$ cat src/rtl/gs_bu2_intt_pkg.sv
// gs_bu2_intt_pkg: shared width, Barrett defaults and pipeline beat type for the INTT butterfly.
// Build option HALF_SCALE_EN folds a modular halve into both butterfly outputs.
`ifndef D_width
`define D_width 14
`endif

package gs_bu2_intt_pkg;

    localparam int DW = `D_width;
    localparam int PRE_W_DEF = 10;
    localparam logic [PRE_W_DEF-1:0] PRECOMPUTE_DEF = 10'd679;

`ifdef HALF_SCALE_EN
    localparam bit HALF_EN = 1'b1;
`else
    localparam bit HALF_EN = 1'b0;
`endif

    typedef struct packed {
        logic [DW-1:0] sum;
        logic [DW-1:0] twiddle;
        logic [DW-1:0] modulus;
        logic          valid;
    } beat_t;

    // x/2 mod q for odd q: odd x borrows one q so the shift is exact
    function automatic logic [DW-1:0] halve(input logic [DW-1:0] x, input logic [DW-1:0] q);
        logic [DW:0] s;
        s = x[0] ? {1'b0, x} + {1'b0, q} : {1'b0, x};
        return DW'(s >> 1);
    endfunction

endpackage

$ cat src/rtl/ModAdd.sv
// ModAdd: combinational (a + b) mod q for a, b < q.
module ModAdd #(
    parameter int W = 14
)(
    input  logic [W-1:0] a,
    input  logic [W-1:0] b,
    input  logic [W-1:0] q,
    output logic [W-1:0] r
);
    logic [W:0] s;
    assign s = {1'b0, a} + {1'b0, b};
    assign r = (s >= {1'b0, q}) ? W'(s - {1'b0, q}) : W'(s);
endmodule

$ cat src/rtl/ModSub.sv
// ModSub: combinational (a - b) mod q for a, b < q.
module ModSub #(
    parameter int W = 14
)(
    input  logic [W-1:0] a,
    input  logic [W-1:0] b,
    input  logic [W-1:0] q,
    output logic [W-1:0] r
);
    assign r = (a >= b) ? a - b : W'({1'b0, a} + {1'b0, q} - {1'b0, b});
endmodule

$ cat src/rtl/gs_bu2_intt_modmul_pipe.sv
// gs_bu2_intt_modmul_pipe: two-stage (a*b) mod q, product register then reduce register, both gated by en_i.
// Honours HALF_SCALE_EN through the package so the halve lands in the reduce stage.
module gs_bu2_intt_modmul_pipe
    import gs_bu2_intt_pkg::*;
#(
    parameter int PW = PRE_W_DEF,
    parameter logic [PW-1:0] MU = PRECOMPUTE_DEF
)(
    input  logic          clk,
    input  logic          rst,
    input  logic          en_i,
    input  logic [DW-1:0] a_i,
    input  logic [DW-1:0] b_i,
    input  logic [DW-1:0] q_i,
    output logic [DW-1:0] r_o
);
    logic [2*DW-1:0]    p_q;
    logic [DW-1:0]      q_q;
    logic [2*DW+PW-1:0] pm;
    logic [DW-1:0]      qh;
    logic [2*DW-1:0]    t;
    logic [DW-1:0]      rem;
    logic [DW-1:0]      r_d;

    // mu*q < 2^(DW+PW) keeps the Barrett quotient an underestimate for any runtime q,
    // so the subtraction never wraps and the final remainder cleans up the residue
    always_comb begin
        pm  = {{PW{1'b0}}, p_q} * (2*DW+PW)'(MU);
        qh  = DW'(pm >> (DW + PW));
        t   = p_q - {{DW{1'b0}}, qh} * {{DW{1'b0}}, q_q};
        rem = (q_q == '0) ? '0 : DW'(t % {{DW{1'b0}}, q_q});
        r_d = HALF_EN ? halve(rem, q_q) : rem;
    end

    always_ff @(posedge clk or posedge rst) begin
        if (rst) begin
            p_q <= '0;
            q_q <= '0;
            r_o <= '0;
        end else if (en_i) begin
            p_q <= {{DW{1'b0}}, a_i} * {{DW{1'b0}}, b_i};
            q_q <= q_i;
            r_o <= r_d;
        end
    end
endmodule

$ cat src/rtl/gs_bu2_intt.sv
// gs_bu2_intt: 3-stage Gentleman-Sande INTT butterfly, a=(in1+in2) mod q, b=((in1-in2)*w) mod q, with valid/ready stall.
// Defining HALF_SCALE_EN halves both outputs mod q, folding the n^-1 scaling into the stages.
module gs_bu2_intt
    import gs_bu2_intt_pkg::*;
#(
    parameter int PRE_W = PRE_W_DEF,
    parameter logic [PRE_W-1:0] PRECOMPUTE = PRECOMPUTE_DEF
)(
    input  logic          clk,
    input  logic          rst,
    input  logic          in_valid,
    output logic          in_ready,
    input  logic [DW-1:0] in1,
    input  logic [DW-1:0] in2,
    input  logic [DW-1:0] twiddle,
    input  logic [DW-1:0] modulus,
    output logic          out_valid,
    input  logic          out_ready,
    output logic [DW-1:0] BU_a,
    output logic [DW-1:0] BU_b,
    output logic [DW-1:0] twiddle_BU_out,
    output logic [DW-1:0] modulus_BU_out
);
    logic          adv;
    beat_t         s1_q;
    beat_t         s2_q;
    logic [DW-1:0] add_r;
    logic [DW-1:0] sub_r;
    logic [DW-1:0] diff_q;

    // whole pipe moves in lockstep; only a held output beat freezes it
    assign adv      = !out_valid || out_ready;
    assign in_ready = adv;

    ModAdd #(.W(DW)) u_add (.a(in1), .b(in2), .q(modulus), .r(add_r));
    ModSub #(.W(DW)) u_sub (.a(in1), .b(in2), .q(modulus), .r(sub_r));

    gs_bu2_intt_modmul_pipe #(.PW(PRE_W), .MU(PRECOMPUTE)) u_mul (
        .clk (clk),
        .rst (rst),
        .en_i(adv),
        .a_i (diff_q),
        .b_i (s1_q.twiddle),
        .q_i (s1_q.modulus),
        .r_o (BU_b)
    );

    always_ff @(posedge clk or posedge rst) begin
        if (rst) begin
            s1_q           <= '0;
            s2_q           <= '0;
            diff_q         <= '0;
            out_valid      <= 1'b0;
            BU_a           <= '0;
            twiddle_BU_out <= '0;
            modulus_BU_out <= '0;
        end else if (adv) begin
            s1_q           <= '{sum: add_r, twiddle: twiddle, modulus: modulus, valid: in_valid};
            diff_q         <= sub_r;
            s2_q           <= s1_q;
            out_valid      <= s2_q.valid;
            BU_a           <= HALF_EN ? halve(s2_q.sum, s2_q.modulus) : s2_q.sum;
            twiddle_BU_out <= s2_q.twiddle;
            modulus_BU_out <= s2_q.modulus;
        end
    end
endmodule
$ cat config.mk
export PLATFORM = sky130hd
export DESIGN_NAME = gs_bu2_intt
export DESIGN_NICKNAME = d
export VERILOG_FILES = /design/src/rtl/gs_bu2_intt_pkg.sv /design/src/rtl/ModAdd.sv /design/src/rtl/ModSub.sv /design/src/rtl/gs_bu2_intt_modmul_pipe.sv /design/src/rtl/gs_bu2_intt.sv
export SDC_FILE = /design/constraint.sdc
export NUM_CORES = 2
export LEC_CHECK = 0
export CORE_UTILIZATION = 63
export CTS_CLUSTER_DIAMETER = 50
export DETAILED_ROUTE_END_ITERATION = 12
export PLACE_DENSITY = 0.81
export SLEW_MARGIN = 40
export SYNTH_ARGS = -nofsm -noshare
export SYNTH_HDL_FRONTEND = slang
export SYNTH_HIERARCHICAL = 1
export SYNTH_SLANG_ARGS = --single-unit
$ cat constraint.sdc
create_clock -name clk -period 257.9 [get_ports clk]
set_clock_uncertainty 0.1 [all_clocks]
set_input_delay 25.79 -clock clk [delete_from_list [all_inputs] [get_ports clk]]
set_output_delay 25.79 -clock clk [all_outputs]
set_load 0.02 [all_outputs]
Yosys cells after proc, flatten, opt, wreduce, memory -nomap -nowiden
Index checks and enable logic that the tools add are counted.
{"block": "word_totals", "out_inout_bits": 58, "word_cells": 33, "in_bits": 60, "register_bits": 185}
{"block": "op_classes", "div_mod_pow": 1, "n_addsub": 6, "reduce_logical": 3, "order_cmp": 2, "n_mul": 3, "muxes": 3}
{"op": "14-bit by 14-bit multiplier with 28-bit output", "count": 2}
{"op": "14-bit two-way mux", "count": 3}
{"op": "14-bit subtractor", "count": 3}
{"op": "28-bit by 10-bit multiplier with 38-bit output, second input constant", "count": 1}
{"op": "28-bit by 14-bit remainder unit with 28-bit output", "count": 1}
{"op": "28-bit subtractor", "count": 1}
{"op": "14-bit by 14-bit adder with 15-bit output", "count": 1}
{"op": "15-bit by 14-bit greater-or-equal comparator with 1-bit output", "count": 1}
{"op": "14-bit adder", "count": 1}
{"op": "14-bit greater-or-equal comparator", "count": 1}
{"op": "14-bit logical NOT", "count": 1}
{"op": "1-bit logical NOT", "count": 1}
{"op": "1-bit logical OR", "count": 1}

Depth between registers and ports, before layout
{"block": "depth", "depth_word": 5, "ltp_mapped": 449, "ltp_nobuf": 417}

By module
The synthesis kept the hierarchy.
{"mod": "gs_bu2_intt_modmul_pipe", "cells_per_inst": 4876, "instances": 1, "area_each_um2": 38966.1}
{"mod": "gs_bu2_intt", "cells_per_inst": 304, "instances": 1, "area_each_um2": 5549.1}
{"mod": "ModSub", "cells_per_inst": 284, "instances": 1, "area_each_um2": 2053.2}
{"mod": "ModAdd", "cells_per_inst": 195, "instances": 1, "area_each_um2": 1544.0}

Worst setup path after synthesis
OpenSTA, ideal clock, no wires.
{"block": "synth_path", "kind": "register to register", "startpoint": "register u_mul.p_q[5]", "endpoint": "register u_mul.r_o[2]", "arrival_time_ns": 85.513, "setup_slack_ns": 172.159, "setup_ns": 0.129, "path_buffers": 36, "stages_incl_launch_ff": 426, "required_ns": 257.671, "cell_sequence": "dfrtp_1 ha_1 ha_1 ha_1 inv_1 fa_1 fa_1 inv_1 ha_1 a21o_1 a21o_1 a21o_1 a21o_1 a21o_1 a21o_1 a21o_1 a21o_1 a21o_1 [... 390 more ...] nand2_1 ha_1 a21o_1 a21o_1 a21o_1 a21oi_1 nor2b_1 o21ai_0 nand2b_1 a221oi_1 o31ai_1 a21o_1 a221oi_1 o211ai_1 a211oi_4 buf_6 a2bb2oi_2 o211ai_2"}
{"block": "synth_via", "elab_chain_cells": 5}
{"item": "start, declared", "line": "gs_bu2_intt_modmul_pipe.sv:17", "text": "logic [2*DW-1:0] p_q;"}
{"item": "start signal, assigned", "line": "gs_bu2_intt_modmul_pipe.sv:41", "text": "p_q <= {{DW{1'b0}}, a_i} * {{DW{1'b0}}, b_i};"}
{"item": "28-bit by 10-bit multiplier with 38-bit output", "line": "gs_bu2_intt_modmul_pipe.sv:28", "text": "pm = {{PW{1'b0}}, p_q} * (2*DW+PW)'(MU);"}
{"item": "14-bit by 14-bit multiplier with 28-bit output", "line": "gs_bu2_intt_modmul_pipe.sv:30", "text": "t = p_q - {{DW{1'b0}}, qh} * {{DW{1'b0}}, q_q};"}
{"item": "28-bit subtractor *", "line": "gs_bu2_intt_modmul_pipe.sv:30"}
{"item": "28-bit by 14-bit remainder unit with 28-bit output *", "line": "gs_bu2_intt_modmul_pipe.sv:31", "text": "rem = (q_q == '0) ? '0 : DW'(t % {{DW{1'b0}}, q_q});"}
{"item": "14-bit two-way mux *", "line": "gs_bu2_intt_modmul_pipe.sv:31"}
{"item": "end signal, assigned", "line": "gs_bu2_intt_modmul_pipe.sv:43", "text": "r_o <= r_d;"}
{"item": "end, declared", "line": "gs_bu2_intt_modmul_pipe.sv:15", "text": "output logic [DW-1:0] r_o"}
Every way passes the cells marked *; elsewhere a longest branch is shown, timed or not.
A chain may end at the register's enable or synchronous reset.

Worst setup path after layout
{"block": "layout_path", "startpoint": "register u_mul.p_q[3]", "endpoint": "register u_mul.r_o[8]"}
The elaborated chain is that of the path after synthesis.

==> results.json <==
{
  "status": "finished, final reports clean",
  "initial_core_util_pct": 64.20,
  "dp_hpwl_um": 104000,
  "die_area_sq_um": 77480,
  "yosys.area.top_type": "ha_1",
  "hold_path_class": "flop to flop",
  "cts-hold-fix-buffers": 0,
  "final-max-slew-violation-count": 0,
  "fin_nets": 6856,
  "finalSetupTns_ns": 0,
  "area_growth_pct": 5.571,
  "synth_seq_cells": 199,
  "netlist_top_cells_area": "ha_1 18%, fa_1 18%, dfrtp_1 10%, inv_1 5.8%, nand2_1 4.5%",
  "hp-start": "s2_q[0]$_DFFE_PP0P_",
  "worst_slack_ns": 165.26,
  "syn-cell-area_sq_um": 48110,
  "setup-violations-final": 0,
  "io_buffers": 117,
  "die_y_um": 278.4,
  "ant_nets": 0,
  "dr.pass1.iters": 8,
  "pre_cts_ws_ns": 166.75,
  "post_cts_buffers": 0,
  "yosys.area.top_type_share_pct": 17.79,
  "seq_area_frac_synth_pct": 10.35,
  "synth_cell_types": 138,
  "synth_flop_cell": "dfrtp_1",
  "cap_viol_max_count": 0,
  "io_pins": 118,
  "syn_nets": 6826,
  "drt_iter0_markers": 3107,
  "root_buffer": "clkbuf_16",
  "grt_pass1_wl_um": 214600,
  "crit_start": "u_mul/p_q[3]$_DFFE_PP0P_",
  "diodes": 0,
  "postCtsResizedCells": 0,
  "finalCritPeriodShare_pct": 35.92,
  "fin_crit_ns": 92.64,
  "cp-end-kind": "flop",
  "remaining_drc_errors": 0,
  "rsz0062_at_grt": "no",
  "async_reset_ff_share_pct": 100.0,
  "finalHoldViolCount": 0,
  "start_kind": "flop",
  "max_freq_mhz": 10.79,
  "numCtsBuffers": 17,
  "grt-ovfl-total": 0,
  "fin_util_pct": 67.77,
  "r2r-start": "u_mul/p_q[3]$_DFFE_PP0P_",
  "fp-row-count": 100,
  "cts_sinks": 199,
  "maxSlewHeadroom_pct": 41.36,
  "grt_pass1_vias": 42240,
  "syn_inst": 5659,
  "synth_edf_count": 0,
  "cts_tree": "yes",
  "wl_per_cell_um": 19.61,
  "synth_common_cells": "746 x inv_1, 684 x ha_1, 574 x nand2_1",
  "core-area_sq_um": 74950,
  "r2r_slack_ns": 165.26,
  "place.gp.congestion": 0.9734,
  "wl_um": 130800,
  "grt_start_max_net_pins": 82,
  "tightest_slew_ns": 0.8715,
  "clockBufferDepth": 2,
  "clk_pin_slew_ns": 0.09,
  "slowest_stage": "o21ai_1",
  "slowest_delay_ns": 0.65,
  "critPathRequiredTime_ns": 258.15,
  "clkLatencyLatePin_ns": 0.47,
  "crit_arrival_ns": 92.90,
  "yosysWarnings": 6,
  "postSynthAreaPerCell_sq_um": 8.502,
  "yosys.cell_count.top_type": "inv_1",
  "via_count": 41780,
  "track_usage_pct": 34.10,
  "crit_type": "flop to flop",
  "via_per_inst": 6.262,
  "drive_above_1_share_pct": 8.120,
  "ctsHtreeMaxLevel": 4,
  "critPathMaxFanout": 29,
  "fill_cells": 5887,
  "critPathMostFrequentCell": "o21a_1",
  "die_w_um": 278.4,
  "antenna_found_initial": 4
}
==> placed cells by master, fill, tap and decap left out, types with 19 or more instances in the layout <==
master	instances
a211o_1	20
a211oi_1	30
a21o_1	117
a21oi_1	251
a31oi_1	23
and2_1	192
and3_1	27
buf_4	53
clkdlybuf4s50_1	117
dfrtp_1	197
fa_1	423
ha_1	684
inv_1	744
mux2_2	137
mux2_4	69
mux2i_1	34
nand2_1	574
nand2b_1	45
nand3_1	77
nand4_1	49
nor2_1	281
nor2b_1	33
nor3_1	198
nor4_1	26
o211ai_1	46
o21a_1	166
o21ai_0	223
o21bai_1	48
o31a_1	19
o31ai_1	89
or2_2	35
or3_1	45
xnor2_1	153
xor2_1	81
==> layer usage <==
metal / part of all wire, % / track usage [%] / wire (um)
met1: 42 / 44.02 / 54690
met2: 46 / 56.51 / 60380
met3: 7.6 / 5.784 / 9883
met4: 4.5 / 14.14 / 5823
met5: 0.030 / 0 / 39
==> sequential cells by signal (all words and copies together), names as in the netlist <==
signal          cells
twiddle_BU_out     14
s2_q               43
BU_a               14
u_mul/p_q          28
modulus_BU_out     14
out_valid           1
s1_q               43
u_mul/r_o          14
u_mul/q_q          14
diff_q             14
==> metrics by stage <==
step	hold WS, ns	area (sq um)	std cells
2_1_floorplan	0.3305	48110	5659
4_1_cts	0.3913	50760	6671
3_5_place_dp	0.3688	50100	6639
5_1_grt	0.4175	50790	6671
6_report	0.3821	50790	6671
3_3_place_gp	0.3394	50040	6637
==> cell families after synthesis <==
logic type / synth area share, %
adders and majority gates: 35.41
DFF: 10.35
AOI/OAI and AO/OA: 18.50
and+or+nand+nor: 17.45
xor gates and xnor gates: 4.413
buffers and inverters: 7.674
muxes: 6.200
==> layout make-up <==
| cell class | count | area, sq um | share of cell area, % |
|---|---|---|---|
| sequential | 199 | 4982 | 9.809 |
| timing repair buffer | 175 | 1625 | 3.200 |
| clock inverter | 15 | 237.7 | 0.4680 |
| multi-input combinational | 4549 | 39500 | 77.77 |
| clock buffer | 17 | 425.4 | 0.8375 |
| inverter | 747 | 2809 | 5.530 |
| tap | 969 | 1212 | 2.387 |
==> worst max-delay path: cells and delay by family, from the launching register on <==
kind / cells / cell delay [ns]
AND/OR/NAND/NOR: 93 / 18.69
AO/OA/AOI/OAI: 240 / 51.54
multiplexers: 8 / 2.00
flip-flops: 1 / 0.57
buffers and inverters: 23 / 4.32
adder cells (fa/ha/maj): 41 / 15.08
==> worst paths after layout <==
check	cells past startpoint	end
setup reg to reg	405	u_mul/r_o[8]$_DFFE_PP0P_
hold reg to reg	1	out_valid$_DFFE_PP0P_
hold / removal	1	out_valid$_DFFE_PP0P_
min in group asynchronous	2	twiddle_BU_out[2]$_DFFE_PP0P_
max in group asynchronous	3	s1_q[32]$_DFFE_PP0P_
setup / recovery	405	u_mul/r_o[8]$_DFFE_PP0P_
Power is not shown: default switching activity piles up to over one toggle a cycle in this logic, so the estimate is an artifact.
